$ cat config.mk
export PLATFORM = sky130hd
export DESIGN_NAME = quad_step_decoder
export DESIGN_NICKNAME = d
export VERILOG_FILES = /design/src/rtl/quad_pkg.sv /design/src/rtl/debounce_bit.sv /design/src/rtl/quad_step_decoder.sv
export SDC_FILE = /design/constraint.sdc
export NUM_CORES = 1
export LEC_CHECK = 0
export CORE_ASPECT_RATIO = 1.1
export CORE_MARGIN = 1
export CORE_UTILIZATION = 55
export DETAILED_ROUTE_END_ITERATION = 8
export GPL_TIMING_DRIVEN = 1
export PLACE_DENSITY = 0.84
export SLEW_MARGIN = 20
export SYNTH_ARGS = -nofsm -noshare
export SYNTH_HDL_FRONTEND = slang
export SYNTH_HIERARCHICAL = 1
export SYNTH_SLANG_ARGS = --single-unit
$ cat constraint.sdc
create_clock -name clk -period 2.9 [get_ports clk]
set_clock_uncertainty 0.15 [all_clocks]
set_input_delay 0.435 -clock clk [delete_from_list [all_inputs] [get_ports clk]]
set_output_delay 0.435 -clock clk [all_outputs]
set_load 0.02 [all_outputs]
$ cat src/rtl/quad_pkg.sv
// Shared types and defaults for the quadrature step decoder.
// Each decoder state carries the {A,B} level it expects to see on the debounced inputs.
package quad_pkg;

    localparam int unsigned SYNC_STAGES_DEF     = 2;
    localparam int unsigned DEBOUNCE_CYCLES_DEF = 16;

    typedef enum logic [2:0] {
        StIdle,
        StCw1,
        StCw2,
        StCw3,
        StCcw1,
        StCcw2,
        StCcw3,
        StResync
    } quad_state_e;

    // Level of {A,B} that holds while the decoder sits in a given state.
    function automatic logic [1:0] state_code(input quad_state_e s);
        logic [1:0] code;
        case (s)
            StIdle:          code = 2'b11;
            StCw1, StCcw3:   code = 2'b01;
            StCw2, StCcw2:   code = 2'b00;
            StCw3, StCcw1:   code = 2'b10;
            default:         code = 2'b11;
        endcase
        return code;
    endfunction

endpackage

$ cat src/rtl/debounce_bit.sv
// Synchronizer chain followed by a stability counter for one raw encoder channel.
// The stable output only follows the synchronized input after DEBOUNCE_CYCLES steady cycles.
module debounce_bit
    import quad_pkg::*;
#(
    parameter int unsigned SYNC_STAGES     = SYNC_STAGES_DEF,
    parameter int unsigned DEBOUNCE_CYCLES = DEBOUNCE_CYCLES_DEF
) (
    input  logic i_clk,
    input  logic i_rst,
    input  logic i_raw,
    output logic o_stable
);

    localparam int unsigned CntW = (DEBOUNCE_CYCLES > 2) ? $clog2(DEBOUNCE_CYCLES) : 1;
    localparam logic [CntW-1:0] CntLast = CntW'(DEBOUNCE_CYCLES - 1);

    logic [SYNC_STAGES-1:0] r_sync;
    logic [CntW-1:0]        r_cnt;
    logic                   r_stable;
    logic                   w_synced;

    assign w_synced = r_sync[SYNC_STAGES-1];

    always_ff @(posedge i_clk) begin
        if (i_rst) begin
            r_sync   <= '1;
            r_cnt    <= '0;
            r_stable <= 1'b1;
        end else begin
            r_sync <= {r_sync[SYNC_STAGES-2:0], i_raw};
            if (w_synced == r_stable) begin
                r_cnt <= '0;
            end else if (r_cnt == CntLast) begin
                r_stable <= w_synced;
                r_cnt    <= '0;
            end else begin
                r_cnt <= r_cnt + CntW'(1);
            end
        end
    end

    assign o_stable = r_stable;

endmodule

$ cat src/rtl/quad_step_decoder.sv
// Quadrature encoder decoder: debounced A/B feed a detent-tracking FSM that emits
// one-cycle step_up / step_down pulses per full detent and err on illegal jumps.
module quad_step_decoder
    import quad_pkg::*;
#(
    parameter int unsigned SYNC_STAGES     = SYNC_STAGES_DEF,
    parameter int unsigned DEBOUNCE_CYCLES = DEBOUNCE_CYCLES_DEF
) (
    input  logic       clk,
    input  logic       rst,
    input  logic       a_in,
    input  logic       b_in,
    output logic       step_up,
    output logic       step_down,
    output logic       err,
    output logic [1:0] ab_stable
);

    logic        w_a_stable;
    logic        w_b_stable;
    logic [1:0]  w_ab;
    logic [1:0]  w_diff;

    quad_state_e r_state;
    logic        r_step_up;
    logic        r_step_down;
    logic        r_err;

    debounce_bit #(
        .SYNC_STAGES     (SYNC_STAGES),
        .DEBOUNCE_CYCLES (DEBOUNCE_CYCLES)
    ) u_deb_a (
        .i_clk    (clk),
        .i_rst    (rst),
        .i_raw    (a_in),
        .o_stable (w_a_stable)
    );

    debounce_bit #(
        .SYNC_STAGES     (SYNC_STAGES),
        .DEBOUNCE_CYCLES (DEBOUNCE_CYCLES)
    ) u_deb_b (
        .i_clk    (clk),
        .i_rst    (rst),
        .i_raw    (b_in),
        .o_stable (w_b_stable)
    );

    assign w_ab = {w_a_stable, w_b_stable};

    // Every tracking state holds a fixed level, so the XOR gives the bits that just moved.
    always_comb begin
        w_diff = w_ab ^ state_code(r_state);
    end

    always_ff @(posedge clk) begin
        if (rst) begin
            r_state     <= StIdle;
            r_step_up   <= 1'b0;
            r_step_down <= 1'b0;
            r_err       <= 1'b0;
        end else begin
            r_step_up   <= 1'b0;
            r_step_down <= 1'b0;
            r_err       <= 1'b0;
            if (r_state == StResync) begin
                if (w_ab == 2'b11) begin
                    r_state <= StIdle;
                end
            end else if (w_diff == 2'b11) begin
                r_err   <= 1'b1;
                r_state <= (w_ab == 2'b11) ? StIdle : StResync;
            end else if (w_diff != 2'b00) begin
                // One bit moved: either the next forward level or a step back.
                case (r_state)
                    StIdle: r_state <= (w_ab == 2'b01) ? StCw1 : StCcw1;
                    StCw1:  r_state <= (w_ab == 2'b00) ? StCw2 : StIdle;
                    StCw2:  r_state <= (w_ab == 2'b10) ? StCw3 : StCw1;
                    StCw3: begin
                        if (w_ab == 2'b11) begin
                            r_state   <= StIdle;
                            r_step_up <= 1'b1;
                        end else begin
                            r_state <= StCw2;
                        end
                    end
                    StCcw1: r_state <= (w_ab == 2'b00) ? StCcw2 : StIdle;
                    StCcw2: r_state <= (w_ab == 2'b01) ? StCcw3 : StCcw1;
                    StCcw3: begin
                        if (w_ab == 2'b11) begin
                            r_state     <= StIdle;
                            r_step_down <= 1'b1;
                        end else begin
                            r_state <= StCcw2;
                        end
                    end
                    default: r_state <= StIdle;
                endcase
            end
        end
    end

    assign step_up   = r_step_up;
    assign step_down = r_step_down;
    assign err       = r_err;
    assign ab_stable = w_ab;

endmodule

# Yosys cells after proc, flatten, opt, wreduce, memory -nomap -nowiden
# Cells that the tools add are included.
# word_totals
output_inout_bits	5
wordCells	65
inputBits	4
register_bits	20
# op_classes
n_reduce_logical	15
bitwise	6
muxes	16
addsub	2
n_eq_ne	16
# ops
op	n
two-way mux 3 bit	8
one-hot mux 3 bit (7 select lines)	1
equality test 3 bit, second input constant	4
OR reduction 5 bit	2
adder 4 x 1 -> 4 bit, second input constant	2
equality test 4 bit, second input constant	2
two-way mux 2 bit	4
OR reduction 2 bit	4
equality test 2 bit, second input constant	3
equality test 3 x 2 -> 1 bit, second input constant	2
one-hot mux 2 bit (3 select lines)	1
AND reduction 2 bit	3
OR reduction 3 bit	2
NOT 1 bit	5
equality test 3 x 1 -> 1 bit, second input constant	1
zero test 3 bit	1
nonzero test 3 bit	1
equality test 1 bit	2
equality test 2 x 1 -> 1 bit, second input constant	1
zero test 2 bit	1
two-way mux 1 bit	2
!= test 2 x 1 -> 1 bit, second input constant	1
nonzero test 2 bit	1
XOR 2 bit	1

# Longest topological paths before layout
# Gate-level depths: netlist of run 1.
# logic_depth
word_depth	8
mapped_depth	7
ltp_nobuf	7

# Cells and area by module
# The synthesis of run 1 kept the hierarchy.
# by_module_without_submodules
module	cells_per_inst	seq_area_each_um2	area_per_inst_um2	n_inst
quad_step_decoder	61	120.1	558.0	1
debounce_bit	24	140.1	250.2	2

# Worst setup path after synthesis of run 1
# Ideal clock, no wire load.
# synth_path
path_type	reg2reg
start	register r_state[0]
end	register r_state[1]
path_stages_with_launch	8
t_arrival_ns	1.894
setup_ns	0.061
path_slack_ns	0.795
required_ns	2.689
synth_period_minus_slack_ns	2.105
path_buffers	0
path_cell_list	dfxtp_1 inv_1 ha_1 or2b_1 o32ai_4 xor2_1 a2111oi_1 a32o_1
# synth_via
elab_chain_len	7
elab_cells_between_ends	22
cone_classes	9 x eq/ne; 5 x mux; 1 x bitwise; 7 x reduce/logical
# synth_lines
item	line_no	source
from (decl)	quad_step_decoder.sv:24	quad_state_e r_state;
from (signal assigned)	quad_step_decoder.sv:58	r_state <= StIdle;
from (signal assigned)	quad_step_decoder.sv:68	r_state <= StIdle;
from (signal assigned)	quad_step_decoder.sv:72	r_state <= (w_ab == 2'b11) ? StIdle : StResync;
equality test 3 x 2 -> 1 bit (tied with other cells)	quad_pkg.sv:22, quad_step_decoder.sv:75	
OR reduction 2 bit	quad_pkg.sv:22	case (s)
one-hot mux 2 bit (3 select lines)	quad_pkg.sv:22	
XOR 2 bit	quad_step_decoder.sv:53	w_diff = w_ab ^ state_code(r_state);
equality test 2 bit / nonzero test 2 bit (equally long branches)	quad_step_decoder.sv:70, quad_step_decoder.sv:73	
nonzero test 3 bit (no line) / two-way mux 3 bit (equally long branches)	n/a	
AND reduction 2 bit (no line) / two-way mux 3 bit (equally long branches)	n/a	
# Several ways; a longest one is shown, not always the timed one. The select of a mux whose other input is x is not followed.
# A chain may end at the register's enable or synchronous reset.

# Final worst setup path of run 1
# layout_path
start	register r_state[0]
end	register r_state[0]
# The elaborated chain is that of the path after synthesis.

==> results, run 1 <==
- For this design, the slowest cell found on the critical path is a2111oi_1.
- The share of async-settable or async-resettable flops after synthesis is 0.
- The peak supply drop is 550 uV.
- Data arrives at the worst endpoint at 2.40 ns.
- The final reports fail on design-rule violations.
- The routed wire length is 1700 um.
- The via count normalized by instance count is 5.81.
- The initial utilization of the core area, before any placement, comes to 0.587.
- The worst setup path category is reg2reg.
- The path category of the worst min-delay check is reg2reg.
- After global routing the overflow that remains totals 0.
- The clock-pin slew reported for the worst setup and hold paths after clock tree synthesis is 0.10 ns.
- The number of pins exceeding their max-slew limit in the final report is 0.
- The number of buffer cells added on primary ports is 8.
- The flow ran to the end, but the final reports show violations.
- Yosys mapped the design onto 39 distinct sky130hd cell types.
- Clock tree synthesis inserted a total of 3 buffers.
- The die boundary width is 43.8 um.
- The final weighted congestion in routability-driven placement is 0.889.
- The worst relative slew slack is 0.638.
- The floorplan has 16 rows.
- The data required time of the worst path is 2.98 ns.
- The mapped netlist covers 1060 um2.
- Pin placement for this block handled 9 I/O pins.
- Once placement finished, the instance area stood at 1120 um2.
- The clock passes through at most 2 buffers.
- Once layout is complete, the cells apart from fillers number 134.
- For this block, the initial DRC count from the detailed router was 17.
- The root buffer cell chosen for the clock tree is clkbuf_4.
- In the synthesized netlist the dominant register cell turns out to be dfxtp_1.
- The count of antenna-violating nets left after detailed routing is 0.
- Yosys mapped a number of flops with a built-in enable equal to 0.
- Of the cells placed in the final design, the portion with a size suffix greater than 1 is 0.138.
- Timing would allow up to 431 MHz.
- The die covers 2100 um2.
- The mux contribution to synthesized area is 0.0307.
- Once the clock tree was built, the resizer swapped 0 gates to a different size.
- The power density over the cells is 437 nW/um2.
- The number of antenna violations at the first check in global routing was 0.
- The number of antenna diodes is 0.
- The accumulated negative setup slack is 0 ns.
- The synthesized instance count is 109.
- At the pin with the least slew margin, the transition time is 0.542 ns.
- The clock tree from TritonCTS is done.
- The first-pass detailed-route iteration total is 6.
- The count of synthesis-stage warnings from yosys is 6.
- Of the total synthesized cell area, the portion taken by XOR and XNOR cells is 0.0898.
- Setup repair after global routing left no endpoint under its margin.
- The basic-gate share of the synthesized area counting and, or, nand and nor cells is 0.214.
- The register bit total from synthesis is 20.
- Across every metal layer, demand over resource in global routing totals 0.182.
- The largest net degree at the start of global routing is 17.
- Setup violations remaining at the end of the flow were counted as 0.
- The share of the synthesized area in compound gates (AO/OA/AOI/OAI) is 0.160.
- The adder-cell area share of the yosys netlist is 0.0709.
- The highest net fanout along the worst path is 7.
- The number of clock sinks is 20.
- The proportion of synthesized chip area in sequential cells is 0.378.
- The finished layout cell area is 1180 um2.
- After clock tree synthesis, the setup repair step added 0 buffers.
- The number of buffers inserted for hold repair after clock tree synthesis is 0.
- On the worst path, the slowest cell contributes a delay of 0.52 ns.
- The number of maximum-capacitance constraint violations is 0.
- The count of unresolved DRC violations after routing is 1.
- For the worst-skew pair, the clock arrives at the later sink with an insertion delay of 0.30 ns.
- The detail-routed net length per standard cell is 12.7 um.
- The critical path goes through inv_1 > ha_1 > or2b_1 > o32ai_4 > xor2_1 > a2111oi_1 > a32o_1.
- The worst setup slack for register-to-register paths is 0.58 ns.
- The first global-routing pass estimated 2840 um of wire.
- The worst setup path is captured at a flip-flop.
- The wire-length estimate of the detail-placed layout is 1250 um.
- The detailed-route via count is 779.
- After detailed placement, the design holds a cell count of 130.
- The synthesized netlist net count is 119.
- The vertical die dimension is 48.0 um.
- The final hold violation count is 0.
- The via count of the first global-routing pass is 675.
- STA classifies the critical path startpoint as a flip-flop.
- The final clock period utilization by the worst path is 0.800.
- Counting I/O delays and the setup requirement, the final critical path takes 2.32 ns.
- The total number of nets in the final design is 127.
- The layout overhead on the synthesized area is 11.1%.
- The static leakage is 0.460 nW.
- CTS built an H-tree with a depth of 1.
- Dividing the synthesized area by the synthesized cell count gives 9.71 um2.
- The area of the placeable core is 1800 um2.
- The largest family of logic cells by synthesized area is simple AND/OR/NAND/NOR gates.
==> per-stage QoR <==
| stage | utilization | hold slack, ns | worst slack [ns] | power (mW) |
|---|---|---|---|---|
| 5_1_grt | 0.653 | 0.296 | 0.432 | 0.535 |
| 6_report | 0.653 | 0.274 | 0.580 | 0.514 |
| 3_3_place_gp | 0.624 | 0.250 | 0.702 | 0.300 |
| 3_5_place_dp | 0.624 | 0.255 | 0.619 | 0.300 |
| 4_1_cts | 0.653 | 0.278 | 0.580 | 0.519 |
| 2_1_floorplan | - | 0.239 | 0.795 | 0.292 |
==> synthesized netlist by cell type (2+ instances only) <==
cell type	n	area (um2)
nand2_1	7	26.3
mux2_2	2	22.5
ha_1	6	75.1
nand3b_1	2	15.0
nor2_1	10	37.5
a32o_1	2	20.0
nor4_1	2	12.5
xor2_1	9	78.8
a21o_1	2	15.0
buf_4	2	15.0
a41oi_1	2	17.5
or2_2	5	31.3
and3b_2	2	20.0
inv_1	6	22.5
o21ai_0	2	10.0
dfxtp_1	20	400
nand3_1	5	25.0
o211ai_1	2	15.0
==> kinds of logic (layout without fill, tap and decap cells) <==
group / Yosys count / after routing
AOI/OAI and AO/OA: 18 / 18
xor gates and xnor gates: 10 / 10
adders and majority gates: 6 / 6
buffers and inverters: 11 / 18
DFF: 20 / 20
muxes: 3 / 3
and+or+nand+nor: 41 / 41
==> routing by layer <==
metal  GRT usage  up-vias  wire [um]
li1            -      407          -
met1       0.228      356        795
met5           0        -          0
met2       0.310       14        842
met3      0.0226        2         43
met4       0.100        0         21
==> power breakdown <==
group	switching, mW	leakage [nW]	internal, mW
clock network	0.0804	0.0279	0.140
registers	0.00168	0.162	0.278
logic	0.00585	0.269	0.00798
==> flip-flops by register name (all words and copies together), names as in the netlist <==
name and flops:
u_deb_b/r_sync 2, r_state 3, u_deb_a/o_stable 1, step_up 1
u_deb_a/r_sync 2, u_deb_b/o_stable 1, u_deb_a/r_cnt 4, err 1
step_down 1, u_deb_b/r_cnt 4
==> worst max-delay path, delay by kind of cell (launching register included) <==
family	cells	cell delay, ns
buffers and inverters	1	0.08
and+or+nand+nor	1	0.27
DFF	1	0.40
adders and majority gates	1	0.27
AOI/OAI and AO/OA	3	0.88
xor gates and xnor gates	1	0.22
==> cells in the final DEF, fill, tap and decap left out, types with 3 or more instances in the layout <==
cell | synthesis | final
nand3_1 | 5 | 5
xor2_1 | 9 | 9
nor2_1 | 10 | 10
dfxtp_1 | 20 | 20
clkdlybuf4s50_1 | 0 | 8
clkbuf_4 | 0 | 3
inv_1 | 6 | 6
nand2_1 | 7 | 7
or2_2 | 5 | 5
ha_1 | 6 | 6
==> path summary, 6_finish.rpt <==
check / cells past startpoint / start / to
worst max register to register: 7 / r_state[0] / r_state[0]
worst min register to register: 1 / u_deb_b/r_sync[0] / u_deb_b/r_sync[1]
worst max-delay path: 7 / r_state[0] / r_state[0]
worst min-delay path: 1 / u_deb_b/r_sync[0] / u_deb_b/r_sync[1]
==> layout make-up <==
cell class	count	area (um2)
Multi-Input combinational cell	78	598
Tap cell	18	22.5
Fill cell	141	626
Clock inverter	1	30.0
Timing Repair Buffer	8	80.1
Sequential cell	20	400
Inverter	6	22.5
Clock buffer	3	22.5
Note: power is estimated with default switching activity, not from simulation.
==> run 2, diff against run 1 <==
==> constraint.sdc (replaced) <==
create_clock -name clk -period 2.3 [get_ports clk]
set_clock_uncertainty 0.15 [all_clocks]
set_input_delay 0.345 -clock clk [delete_from_list [all_inputs] [get_ports clk]]
set_output_delay 0.345 -clock clk [all_outputs]
set_load 0.02 [all_outputs]
==> run 2 against run 1 <==
  * The flow still finishes with violations (design-rule violations)
  * Core utilization grew 3.3 points
  * Sequential power grew 26%
  * Final cell count grew 2.2%
  * Fmax grew 5.8%
  * Combinational power grew 33%
  * Worst hold slack lost 0.0092 ns
  * Non-clock buffer count grew 3
  * Clock-buffer cell count is the same
  * First-iteration DRC count shrank 35%
  * Critical endpoint unchanged
  * Largest cell class unchanged
==> results, run 2 (synthesis gave the netlist of run 1 again) <==
- The via count of the first global-routing pass is 705 (+4.4%).
- The clock tree from TritonCTS is done.
- The post-placement worst setup slack is -0.0583 ns (-0.678 ns).
- The first-pass detailed-route iteration total came to 6 (unchanged).
- The count of antenna-violating nets left after detailed routing is 0 (unchanged).
- The area of placed instances is 1150 um2 (+2.0%).
- The number of antenna violations at the first check in global routing is 0 (unchanged).
- The first-pass GRT wire length is 2910 um (+2.4%).
- The number of buffer cells added on primary ports came to 8 (unchanged).
- The area enclosed by the die boundary is 2100 um2 (unchanged).
- The clock-pin slew reported for the worst setup and hold paths after clock tree synthesis is 0.12 ns (+0.02 ns).
- The final hold violation count is 0 (unchanged).
- The number of antenna diodes is 0 (unchanged).
- The flow ran to the end, but the final reports show violations.
- The nature of the critical path endpoint is a flip-flop.
- The clock period minus worst slack is 2.19 ns (-0.127 ns).
- The data arrival time of the worst path was 2.28 ns (-0.12 ns).
- The clock latency reported for the late side of the worst-skew pair is 0.30 ns (about the same).
- The path category of the worst min-delay check is reg2reg.
- The maximum level of the CTS H-tree was 1 (unchanged).
- The finished layout cell area is 1240 um2 (+5.1%).
- The setup-violating endpoint count in the final report is 0 (unchanged).
- The signal on the critical path passes through inv_1 > ha_1 > or2b_1 > o32ai_4 > xor2_4 > a2111oi_4 > a32o_1.
- The fraction of layout instances using a drive strength above 1 is 0.185 (+0.0469).
- The number of clock buffers inserted by TritonCTS is 3 (unchanged).
- The accumulated negative setup slack is 0 ns (unchanged).
- The starting density of the core is 0.587 (unchanged).
- The global router's overall resource usage is 0.188 (+0.00552).
- The power density over the cells is 530 nW/um2 (+21%).
- The number of buffers on the longest clock path is 2 (unchanged).
- The actual slew at the worst max-slew pin came to 0.553 ns (+0.0107 ns).
- The number of top-level design ports came to 9 (unchanged).
- The number of buffers added for setup after CTS is 0 (unchanged).
- The total number of nets in the final design was 130 (+2.4%).
- The detailed-route via count is 814 (+4.5%).
- The highest clock rate is 456 MHz (+5.8%).
- The least setup slack across all paths after layout is 0.107 ns (-0.473 ns).
- The worst setup path is launched from a flip-flop.
- The number of maximum-capacitance constraint violations came to 0 (unchanged).
- The detail-routed net length per standard cell came to 13.9 um (+9.8%).
- The die boundary width is 43.8 um (unchanged).
- The slowest stage cell on the critical path is a2111oi_4.
- Leaving out fill and tap cells, the most frequent cells in the layout are dfxtp_1 (19), nor2_1 (10), xor2_1 (8), clkdlybuf4s50_1 (8), nand2_1 (7).
- The fill cell instance count of the final layout is 137 (-2.8%).
- The static leakage was 0.478 nW (+4.0%).
- The worst setup path is of the reg2reg kind.
- The layout overhead on the synthesized area is 16.8%.
- The total global routing overflow is 0 (unchanged).
- Leaving out fill and tap cells, the most frequent cell in the layout is dfxtp_1.
- The via count normalized by instance count is 5.94 (+2.2%).
- The number of clock sinks is 20 (unchanged).
- The area of the placeable core is 1800 um2 (unchanged).
- The largest incremental delay on the critical path is 0.39 ns (-0.13 ns).
- The count of unresolved DRC violations after routing is 1 (unchanged).
- The DRC marker count from the first detailed-route iteration is 11 (-6).
- The number of pins exceeding their max-slew limit in the final report is 0 (unchanged).
- In this run the clock root is driven by a clkbuf_4.
- The number of cell rows was 16 (unchanged).
- The final reports fail on design-rule violations.
- The post-DP HPWL is 1350 um (+7.9%).
- The cell family contributing the most delay on the critical path is compound AO/OA/AOI/OAI gates.
- The highest net fanout along the worst path was 7 (unchanged).
- The final weighted congestion in routability-driven placement came to 0.901 (+1.4%).
- The data required time of the worst path is 2.39 ns (-0.59 ns).
- The worst hold margin came to 0.265 ns (-0.00916 ns).
- The vertical die dimension came to 48.0 um (unchanged).
- The final clock period utilization by the worst path is 0.953 (+0.153).
- The worst relative slew slack came to 0.630 (-0.00779).
- The largest net degree at the start of global routing is 17 (unchanged).
- The largest registers in the layout are u_deb_a/r_cnt: 4 flops, u_deb_b/r_cnt: 4 flops, r_state: 3 flops.
- The worst path buffer plus inverter count is 1 (unchanged).
- The peak supply drop is 451 uV (-18%).
- The routed wire length is 1910 um (+12%).
[run 2: cell types whose count changed in the layout (fill, tap and decap cells not counted)]
| cell | delta |
|---|---|
| xor2_1 | -1 |
| xor2_4 | +1 |
| a2111oi_4 | +1 |
| dfxtp_2 | +1 |
| a2111oi_1 | -1 |
| dfxtp_1 | -1 |
| buf_4 | +3 |
[run 2: worst paths after layout]
path,from,slack (ns),depth (start not counted),end
worst max register to register,r_state[0],0.11,7,r_state[0]
worst min register to register,u_deb_a/r_sync[0],0.26,1,u_deb_a/r_sync[1]
worst max-delay path,r_state[0],0.11,7,r_state[0]
worst min-delay path,u_deb_a/r_sync[0],0.26,1,u_deb_a/r_sync[1]
[run 2: metal layers]
| metal | up-vias | wire (um) | GRT usage |
|---|---|---|---|
| met2 | 16 | 997 | 0.376 |
| met1 | 391 | 847 | 0.200 |
| li1 | 405 | - | - |
| met5 | - | 0 | 0 |
| met3 | 2 | 54 | 0.0340 |
| met4 | 0 | 10 | 0.0625 |
[run 2: per-stage QoR]
step,power [mW],util,instances
after global routing,0.673,0.686,137
after detailed placement,0.378,0.636,133
after CTS,0.657,0.668,137
final,0.655,0.686,137
after floorplan,0.369,-,109
after global placement,0.378,0.636,133
[run 2: where the power goes]
part	switching [mW]	internal (mW)	total, mW
Combinational	0.00830	0.0101	0.0184
Clock	0.108	0.176	0.284
Sequential	0.00210	0.351	0.353
[run 2: worst reg2reg max path: stages, from the launching register on]
cell,delay (ns)
dfxtp_2,0.37
inv_1,0.07
ha_1,0.26
or2b_1,0.28
o32ai_4,0.26
xor2_4,0.19
a2111oi_4,0.39
a32o_1,0.17
[run 2: layout make-up]
type | instances | area [um2] | area share
Multi-Input combinational cell | 78 | 634 | 0.513
Timing Repair Buffer | 11 | 103 | 0.0830
Clock buffer | 3 | 22.5 | 0.0182
Tap cell | 18 | 22.5 | 0.0182
Inverter | 6 | 22.5 | 0.0182
Sequential cell | 20 | 402 | 0.325
Clock inverter | 1 | 30.0 | 0.0243
[run 2: repair_timing]
item	CTS	global route
hold buffers	0	0
setup endpoints to repair	2	2
pin swaps	0	1
gates resized for setup	1	4
gates cloned	0	0
